==> src/rtl/alu_sequencer_pkg.sv <==
// alu_sequencer_pkg: shared definitions for the ALU issue/collect sequencer.
//   seq_state_t : sequencer FSM encoding (binary, 3 bits)
//   F3_*        : RV funct3 codes seen by the ALU
//   F7_*        : RV funct7 codes (base, alternate SUB/SRA, M-extension)
package alu_sequencer_pkg;

  typedef enum logic [2:0] {
    S_IDLE    = 3'd0,
    S_ISSUE   = 3'd1,
    S_WAIT    = 3'd2,
    S_COLLECT = 3'd3,
    S_DRAIN   = 3'd4
  } seq_state_t;

  localparam logic [2:0] F3_ADD  = 3'b000;
  localparam logic [2:0] F3_SLL  = 3'b001;
  localparam logic [2:0] F3_SLT  = 3'b010;
  localparam logic [2:0] F3_SLTU = 3'b011;
  localparam logic [2:0] F3_XOR  = 3'b100;
  localparam logic [2:0] F3_SR   = 3'b101;
  localparam logic [2:0] F3_OR   = 3'b110;
  localparam logic [2:0] F3_AND  = 3'b111;

  localparam logic [6:0] F7_BASE   = 7'b0000000;
  localparam logic [6:0] F7_ALT    = 7'b0100000;
  localparam logic [6:0] F7_MULDIV = 7'b0000001;

endpackage

==> src/rtl/alu_seq_decode.sv <==
// alu_seq_decode: flags ops that run on the ALU's iterative unit
// (shifts, and MUL/DIV from the register form of OP).
// Ports:
//   funct3, funct7, imm : op fields
//   is_iterative        : 1 when the ALU will raise busy for this op
module alu_seq_decode
  import alu_sequencer_pkg::*;
(
  input  logic [2:0] funct3,
  input  logic [6:0] funct7,
  input  logic       imm,
  output logic       is_iterative
);

  // M-extension only exists in register form; with imm=1 funct7 is part of
  // the immediate, so it must not be decoded as MUL/DIV.
  assign is_iterative = ((funct7 == F7_MULDIV) && !imm) ||
                        (funct3 == F3_SLL) || (funct3 == F3_SR);

endmodule

==> src/rtl/alu_sequencer.sv <==
// alu_sequencer: execute-stage issue/collect controller for the ALU.
// Accepts one op per valid/ready handshake, presents it to the ALU, waits out
// the iterative unit's busy, and returns the result in a registered response.
//
// Ports:
//   i_clk_n / i_rst          : clock (rising edge), synchronous active-high reset
//   i_req_* / o_req_ready    : op request (operands, funct3/7, imm flag, rd tag)
//   i_flush                  : abandon in-flight op and any pending response
//   o_alu_* / i_alu_busy/out : ALU operand/control outputs, busy and result inputs
//   o_rsp_* / i_rsp_ready    : registered result + rd tag with backpressure
//
// Build option: define ALU_SEQ_FAST_PATH_EN to let non-iterative ops capture
// their result in ISSUE and return straight to IDLE.
module alu_sequencer
  import alu_sequencer_pkg::*;
#(
  parameter int RD_W = 5
) (
  input  logic            i_clk_n,
  input  logic            i_rst,
  input  logic            i_req_valid,
  output logic            o_req_ready,
  input  logic [31:0]     i_req_a,
  input  logic [31:0]     i_req_b,
  input  logic [2:0]      i_req_funct3,
  input  logic [6:0]      i_req_funct7,
  input  logic            i_req_imm,
  input  logic [RD_W-1:0] i_req_rd,
  input  logic            i_flush,
  output logic [31:0]     o_alu_a,
  output logic [31:0]     o_alu_b,
  output logic [2:0]      o_alu_funct3,
  output logic [6:0]      o_alu_funct7,
  output logic            o_alu_imm,
  output logic            o_alu_en,
  input  logic            i_alu_busy,
  input  logic [31:0]     i_alu_out,
  output logic            o_rsp_valid,
  input  logic            i_rsp_ready,
  output logic [31:0]     o_rsp_data,
  output logic [RD_W-1:0] o_rsp_rd
);

  seq_state_t      state, state_next;
  logic            req_ready;
  logic            alu_en;
  logic            capture;
  logic            fast_done;
  logic            load;
  logic [RD_W-1:0] op_rd;

`ifdef ALU_SEQ_FAST_PATH_EN
  logic is_iter;

  alu_seq_decode u_decode (
    .funct3       (o_alu_funct3),
    .funct7       (o_alu_funct7),
    .imm          (o_alu_imm),
    .is_iterative (is_iter)
  );

  assign fast_done = !is_iter;
`else
  assign fast_done = 1'b0;
`endif

  always_ff @(posedge i_clk_n) begin
    if (i_rst) state <= S_IDLE;
    else       state <= state_next;
  end

  always_comb begin
    state_next = state;
    req_ready  = 1'b0;
    alu_en     = 1'b0;
    capture    = 1'b0;
    case (state)
      S_IDLE: begin
        // Busy is checked here because a reset can land mid-iteration and
        // leave the ALU unit still running.
        req_ready = !i_flush && !i_alu_busy && (!o_rsp_valid || i_rsp_ready);
        if (i_req_valid && req_ready) state_next = S_ISSUE;
      end
      S_ISSUE: begin
        alu_en = 1'b1;
        if (i_flush) state_next = S_DRAIN;
        else if (fast_done) begin
          capture    = 1'b1;
          state_next = S_IDLE;
        end else state_next = S_WAIT;
      end
      S_WAIT: begin
        if (i_flush)          state_next = S_DRAIN;
        else if (!i_alu_busy) state_next = S_COLLECT;
      end
      S_COLLECT: begin
        alu_en = 1'b1;
        if (!i_flush) capture = 1'b1;
        state_next = S_DRAIN;
      end
      S_DRAIN: begin
        // The COLLECT enable may restart the iterative unit; wait it out.
        if (!i_alu_busy) state_next = S_IDLE;
      end
      default: state_next = S_IDLE;
    endcase
    if (i_rst) req_ready = 1'b0;
  end

  assign o_req_ready = req_ready;
  assign o_alu_en    = alu_en;
  assign load        = (state == S_IDLE) && i_req_valid && req_ready;

  // Operands are held for the whole op so the ALU sees stable inputs in
  // both enable cycles.
  always_ff @(posedge i_clk_n) begin
    if (i_rst) begin
      o_alu_a      <= '0;
      o_alu_b      <= '0;
      o_alu_funct3 <= '0;
      o_alu_funct7 <= '0;
      o_alu_imm    <= 1'b0;
      op_rd        <= '0;
    end else if (load) begin
      o_alu_a      <= i_req_a;
      o_alu_b      <= i_req_b;
      o_alu_funct3 <= i_req_funct3;
      o_alu_funct7 <= i_req_funct7;
      o_alu_imm    <= i_req_imm;
      op_rd        <= i_req_rd;
    end
  end

  // Flush wins over capture and handshake. Capture never overwrites an
  // unconsumed response because IDLE only accepts when the slot is free.
  always_ff @(posedge i_clk_n) begin
    if (i_rst) begin
      o_rsp_valid <= 1'b0;
      o_rsp_data  <= '0;
      o_rsp_rd    <= '0;
    end else if (i_flush) begin
      o_rsp_valid <= 1'b0;
    end else if (capture) begin
      o_rsp_valid <= 1'b1;
      o_rsp_data  <= i_alu_out;
      o_rsp_rd    <= op_rd;
    end else if (o_rsp_valid && i_rsp_ready) begin
      o_rsp_valid <= 1'b0;
    end
  end

endmodule

==> config.mk <==
export PLATFORM = sky130hd
export DESIGN_NAME = alu_sequencer
export DESIGN_NICKNAME = d
export VERILOG_FILES = /design/src/rtl/alu_sequencer_pkg.sv /design/src/rtl/alu_seq_decode.sv /design/src/rtl/alu_sequencer.sv
export SDC_FILE = /design/constraint.sdc
export NUM_CORES = 1
export LEC_CHECK = 0
export CORE_UTILIZATION = 42
export CTS_CLUSTER_SIZE = 28
export DETAILED_ROUTE_END_ITERATION = 8
export PLACE_DENSITY = 0.81
export SLEW_MARGIN = 10
export SYNTH_ARGS = -nofsm -noshare
export SYNTH_HDL_FRONTEND = slang
export SYNTH_SLANG_ARGS = --single-unit
==> constraint.sdc <==
create_clock -name i_clk_n -period 2.31 [get_ports i_clk_n]
set_input_delay 0.231 -clock i_clk_n [delete_from_list [all_inputs] [get_ports i_clk_n]]
set_output_delay 0.231 -clock i_clk_n [all_outputs]
set_load 0.02 [all_outputs]
After elaboration in Yosys (flattened, before gate mapping)
Cells that the tools add are included.
W data, S select, Z words.
{"block": "word_totals", "reg_bits": 121, "out_inout_bits": 115, "wordCells": 47, "in_bits": 118}
{"block": "op_classes", "eq_ne": 7, "n_mux": 13, "reduce_logical": 16, "bitwise": 1}
{"cell": "$mux W3", "count": 5}
{"cell": "$pmux W3 S5", "count": 1}
{"cell": "$mux W1", "count": 7}
{"cell": "$eq A3 B2 Y1 const B", "count": 2}
{"cell": "$logic_and A1 B1 Y1", "count": 6}
{"cell": "$ne A2 B2 Y1 const B", "count": 2}
{"cell": "$reduce_or A2 Y1", "count": 2}
{"cell": "$eq A3 B1 Y1 const B", "count": 1}
{"cell": "$eq A3 B3 Y1 const B", "count": 1}
{"cell": "$logic_not A1 Y1", "count": 3}
{"cell": "$logic_not A3 Y1", "count": 1}
{"cell": "$ne A3 B3 Y1 const B", "count": 1}
{"cell": "$reduce_and A3 Y1", "count": 1}
{"cell": "$reduce_and A2 Y1", "count": 1}
{"cell": "$reduce_bool A2 Y1", "count": 1}
{"cell": "$logic_or A1 B1 Y1", "count": 1}
{"cell": "$not A1 Y1", "count": 1}

Longest topological paths before layout
{"block": "depth", "depth_word": 6, "ltp_mapped": 6, "depth_no_buf": 3}

Worst setup path after synthesis
OpenSTA, ideal clock, no wires.
{"block": "synth_timing", "kind": "reg-to-output", "from": "register state[1]", "to": "output port o_req_ready", "path_slack_ns": 0.426, "path_stages_with_launch": 4, "arrival_time_ns": 1.653, "required_time_ns": 2.079, "path_buffers": 1, "cell_sequence": "dfxtp_1 -> buf_6 -> or4_4 -> nor4_1"}
{"block": "synth_via", "elab_chain_len": 3}
{"item": "start, declared", "line": "alu_sequencer.sv:44", "text": "seq_state_t state, state_next;"}
{"item": "start signal, assigned", "line": "alu_sequencer.sv:69", "text": "else state <= state_next;"}
{"item": "$logic_not A3 Y1", "line": "alu_sequencer.sv:77", "text": "case (state)"}
{"item": "$mux W1", "line": "alu_sequencer.sv:77"}
{"item": "$mux W1", "line": "alu_sequencer.sv:107", "text": "if (i_rst) req_ready = 1'b0;"}
{"item": "end, declared", "line": "alu_sequencer.sv:22", "text": "output logic o_req_ready,"}
No other way between the ends.

Final worst setup path
{"block": "layout_timing", "from": "register state[0]", "to": "output port o_req_ready"}
Same word-level chain as after synthesis.

==> summary.txt <==
VDD IR max -> 0.3875 mV
WHS Path Cells -> 3
Max FO, Critical Path -> 8
Sw Pwr -> 1.247 mW
Outcome -> complete, but fails checks
Final net count -> 874
Reg-to-Reg End -> o_alu_a[31]
Syn_area_per_cell -> 9.672 µm²
Row count -> 40
Total gr overflow -> 0
Worst R2R Setup Slack -> 0.28 ns
Synth Register Bits -> 121
GPL Wtd Cong -> 0.7754
Placed Area -> 7516 µm²
Worst Path Required -> 2.08 ns
Hold Path Sink -> o_rsp_data[4]
Distinct cell type count after synthesis -> 22
Maxcap violations -> 0
Clock sink total -> 121
Final cell area excluding filler cells -> 8132 µm²
Sw Share -> 0.2277
Total wire length -> 12960 µm
H-Tree Depth -> 4
GRT Total Usage -> 0.2078
Crit path arrival time -> 1.92 ns
Post-Place Cells -> 884
Number of antenna diodes -> 0
Finished Layout Cells -> 916
Worst-Skew Late Latency -> 0.41 ns
Pre-CTS setup slack -> 0.01942 ns
First-pass DRT Iterations -> 7
RSZ-0062 raised after global routing -> false
P_int -> 4.228 mW
Drt drc -> 1
Synth warn -> 0
Die Y -> 112.8 µm
Max-slew violations -> 0
TritonCTS clock tree -> yes
Cells after Synth -> 533
PnR worst setup slack -> 0.1626 ns
Core Region -> 12010 µm²
First-pass GRT wire length -> 20800 µm
Fin. Hold Viols -> 0
# setup viols final -> 0
Register clock-pin slew on the reported worst setup and hold paths -> 0.06 ns
CTS root buf -> clkbuf_16
Largest net degree at the start of global routing -> 202
Layout Area Growth over Synthesis -> 57.74%
Synth area leaders -> dfxtp_1 47%, nand2b_1 20%, mux2i_1 16%, nand2_1 5.4%, a21oi_1 3.8%
Io pins -> 233
Clock share of power -> 0.495
Seq/Total Area, Yosys -> 0.4699
Synth area leader -> dfxtp_1
Post-Route Utilization -> 0.6770
Cts bufs inserted -> 17
Min-delay worst type -> in2reg
Min-delay src -> i_alu_out[4]
Worst Setup End Kind -> primary output
Initial antenna violation count -> 0
Reg power frac -> 0.396
Fin crit period -> 2.147 ns
Post-route ant nets -> 0
Crit Path Class -> reg2out
FF-to-FF path depth -> 6
Port Buffer Count -> 232
Mapped Nets -> 651
Synthesized area -> 5155 µm²
Fin crit share -> 0.9296
Die area -> 12720 µm²
DR iter-0 viols -> 175
Worst r2r src -> state[0]
Vias per std cell -> 4.707
Post-CTS Setup Bufs -> 0
Failing checks -> DRC
Vias in the first global route -> 4471
Initial Util -> 0.4292
Maximum root-to-sink buffer count -> 2
Final Skew -> 0.007639 ns
DR vias -> 4312
Leakage power -> 2.838 nW
Pwr per Cell Area -> 673.3 nW/µm²
Die width -> 112.8 µm
Logic pwr share -> 0.109
Share of post-route cells with drive strength above 1 -> 0.06502
TNS Setup -> 0 ns
Max_slew headroom -> 0.5240
Final HPWL DP -> 9130 µm
Critical path launch point type -> register
Post-synth top area share -> 0.4699
Worst Max-Slew Pin Slew -> 0.7139 ns
Drt wl/cell -> 14.15 µm
FILL cells -> 941
Fmax -> 465.7 MHz
## synth_stat cells (all sizes together)
| cell | n |
|---|---|
| a21oi | 39 |
| buf | 12 |
| clkbuf | 30 |
| dfxtp | 121 |
| maj3 | 1 |
| mux2i | 81 |
| nand2 | 74 |
| nand2b | 161 |
| nor2 | 1 |
| nor2b | 2 |
| nor3 | 2 |
| nor3b | 1 |
| nor4 | 2 |
| nor4b | 1 |
| nor4bb | 1 |
| or4 | 2 |
| or4bb | 1 |
| xnor2 | 1 |
## stage by stage
stage / hold slack [ns] / total power, mW
2_1_floorplan: 0.3077 / 2.492
3_3_place_gp: 0.4396 / 2.798
3_5_place_dp: 0.4458 / 2.813
4_1_cts: 0.3504 / 5.539
5_1_grt: 0.3706 / 5.698
6_report: 0.3698 / 5.475
## how the worst max path moves through the flow
| stage | start | endpoint | slack, ns | depth (start not counted) |
|---|---|---|---|---|
| 2_1_floorplan | state[1] | o_req_ready | 0.43 | 3 |
| 5_1_grt | state[0] | o_req_ready | 0.07 | 3 |
| 4_1_cts | state[0] | o_req_ready | 0.13 | 3 |
| 3_5_place_dp | i_flush | o_alu_b[19] | 0.02 | 7 |
| 3_3_place_gp | i_flush | o_req_ready | 0.02 | 4 |
| 6_report | state[0] | o_req_ready | 0.16 | 3 |
## cells in the final DEF, fill, tap and decap left out
cell type and count:
or4_1 1, maj3_1 1, or4_4 1, nor3_1 2, nor4bb_4 1, dfxtp_1 121, buf_4 11, clkinvlp_4 3
nor4_1 2, clkinv_4 5, clkbuf_16 17, nor3b_1 1, a21oi_1 39, clkdlybuf4s50_1 230, or4bb_1 1, nor4b_4 1
dlygate4sd2_1 1, mux2i_1 81, inv_6 4, nand2_1 74, bufinv_16 3, nor2b_1 2, nand2b_1 161, xnor2_1 1
buf_12 4, nor2_1 1
## cell type report
cell class	instances	area (µm²)	area share
timing repair buffer	246	2474	0.3042
multi-input combinational	370	2435	0.2994
sequential	121	2422	0.2979
clock buffer	17	425.4	0.05232
tap	147	183.9	0.02262
clock inverter	15	191.4	0.02354
## critical path, stage by stage (launching register included)
cell           delay [ns]
dfxtp_1              0.39
or4_4                0.55
nor4_1               0.21
dlygate4sd2_1        0.36
## sequential cells by signal, indices dropped and copies added, names as in the netlist
| signal | count |
|---|---|
| o_alu_a | 32 |
| o_alu_b | 32 |
| o_alu_funct3 | 3 |
| o_alu_funct7 | 7 |
| o_alu_imm | 1 |
| o_rsp_data | 32 |
| o_rsp_rd | 5 |
| o_rsp_valid | 1 |
| op_rd | 5 |
| state | 3 |
## logic make-up after synthesis
family,share of synthesized area
AND/OR/NAND/NOR,0.2706
AO/OA/AOI/OAI,0.03786
adder cells (fa/ha/maj),0.001942
buffers and inverters,0.06068
flip-flops,0.4699
XOR/XNOR,0.001699
multiplexers,0.1573
## power groups by stage
stage	Clock [mW]	Sequential, mW	Combinational [mW]
6_report	2.71	2.17	0.597
5_1_grt	2.89	2.17	0.637
4_1_cts	2.77	2.17	0.603
3_5_place_dp	0	2.21	0.600
3_3_place_gp	0	2.21	0.588
2_1_floorplan	0	2.27	0.226
## metal layers
metal  vias to the layer above  GRT usage  share of wire
li1                       2159          -              -
met1                      1961     0.2111           0.39
met2                       161     0.3683           0.51
met3                        31    0.07392          0.072
met4                         0     0.1218          0.035
met5                         -          0              0
## repair_timing
item / in CTS / in global routing
hold buffers: 0 / 0
resized for setup: 1 / 0
setup endpoints to repair: 1 / 0
No activity file was read; power rests on OpenSTA's default activity.
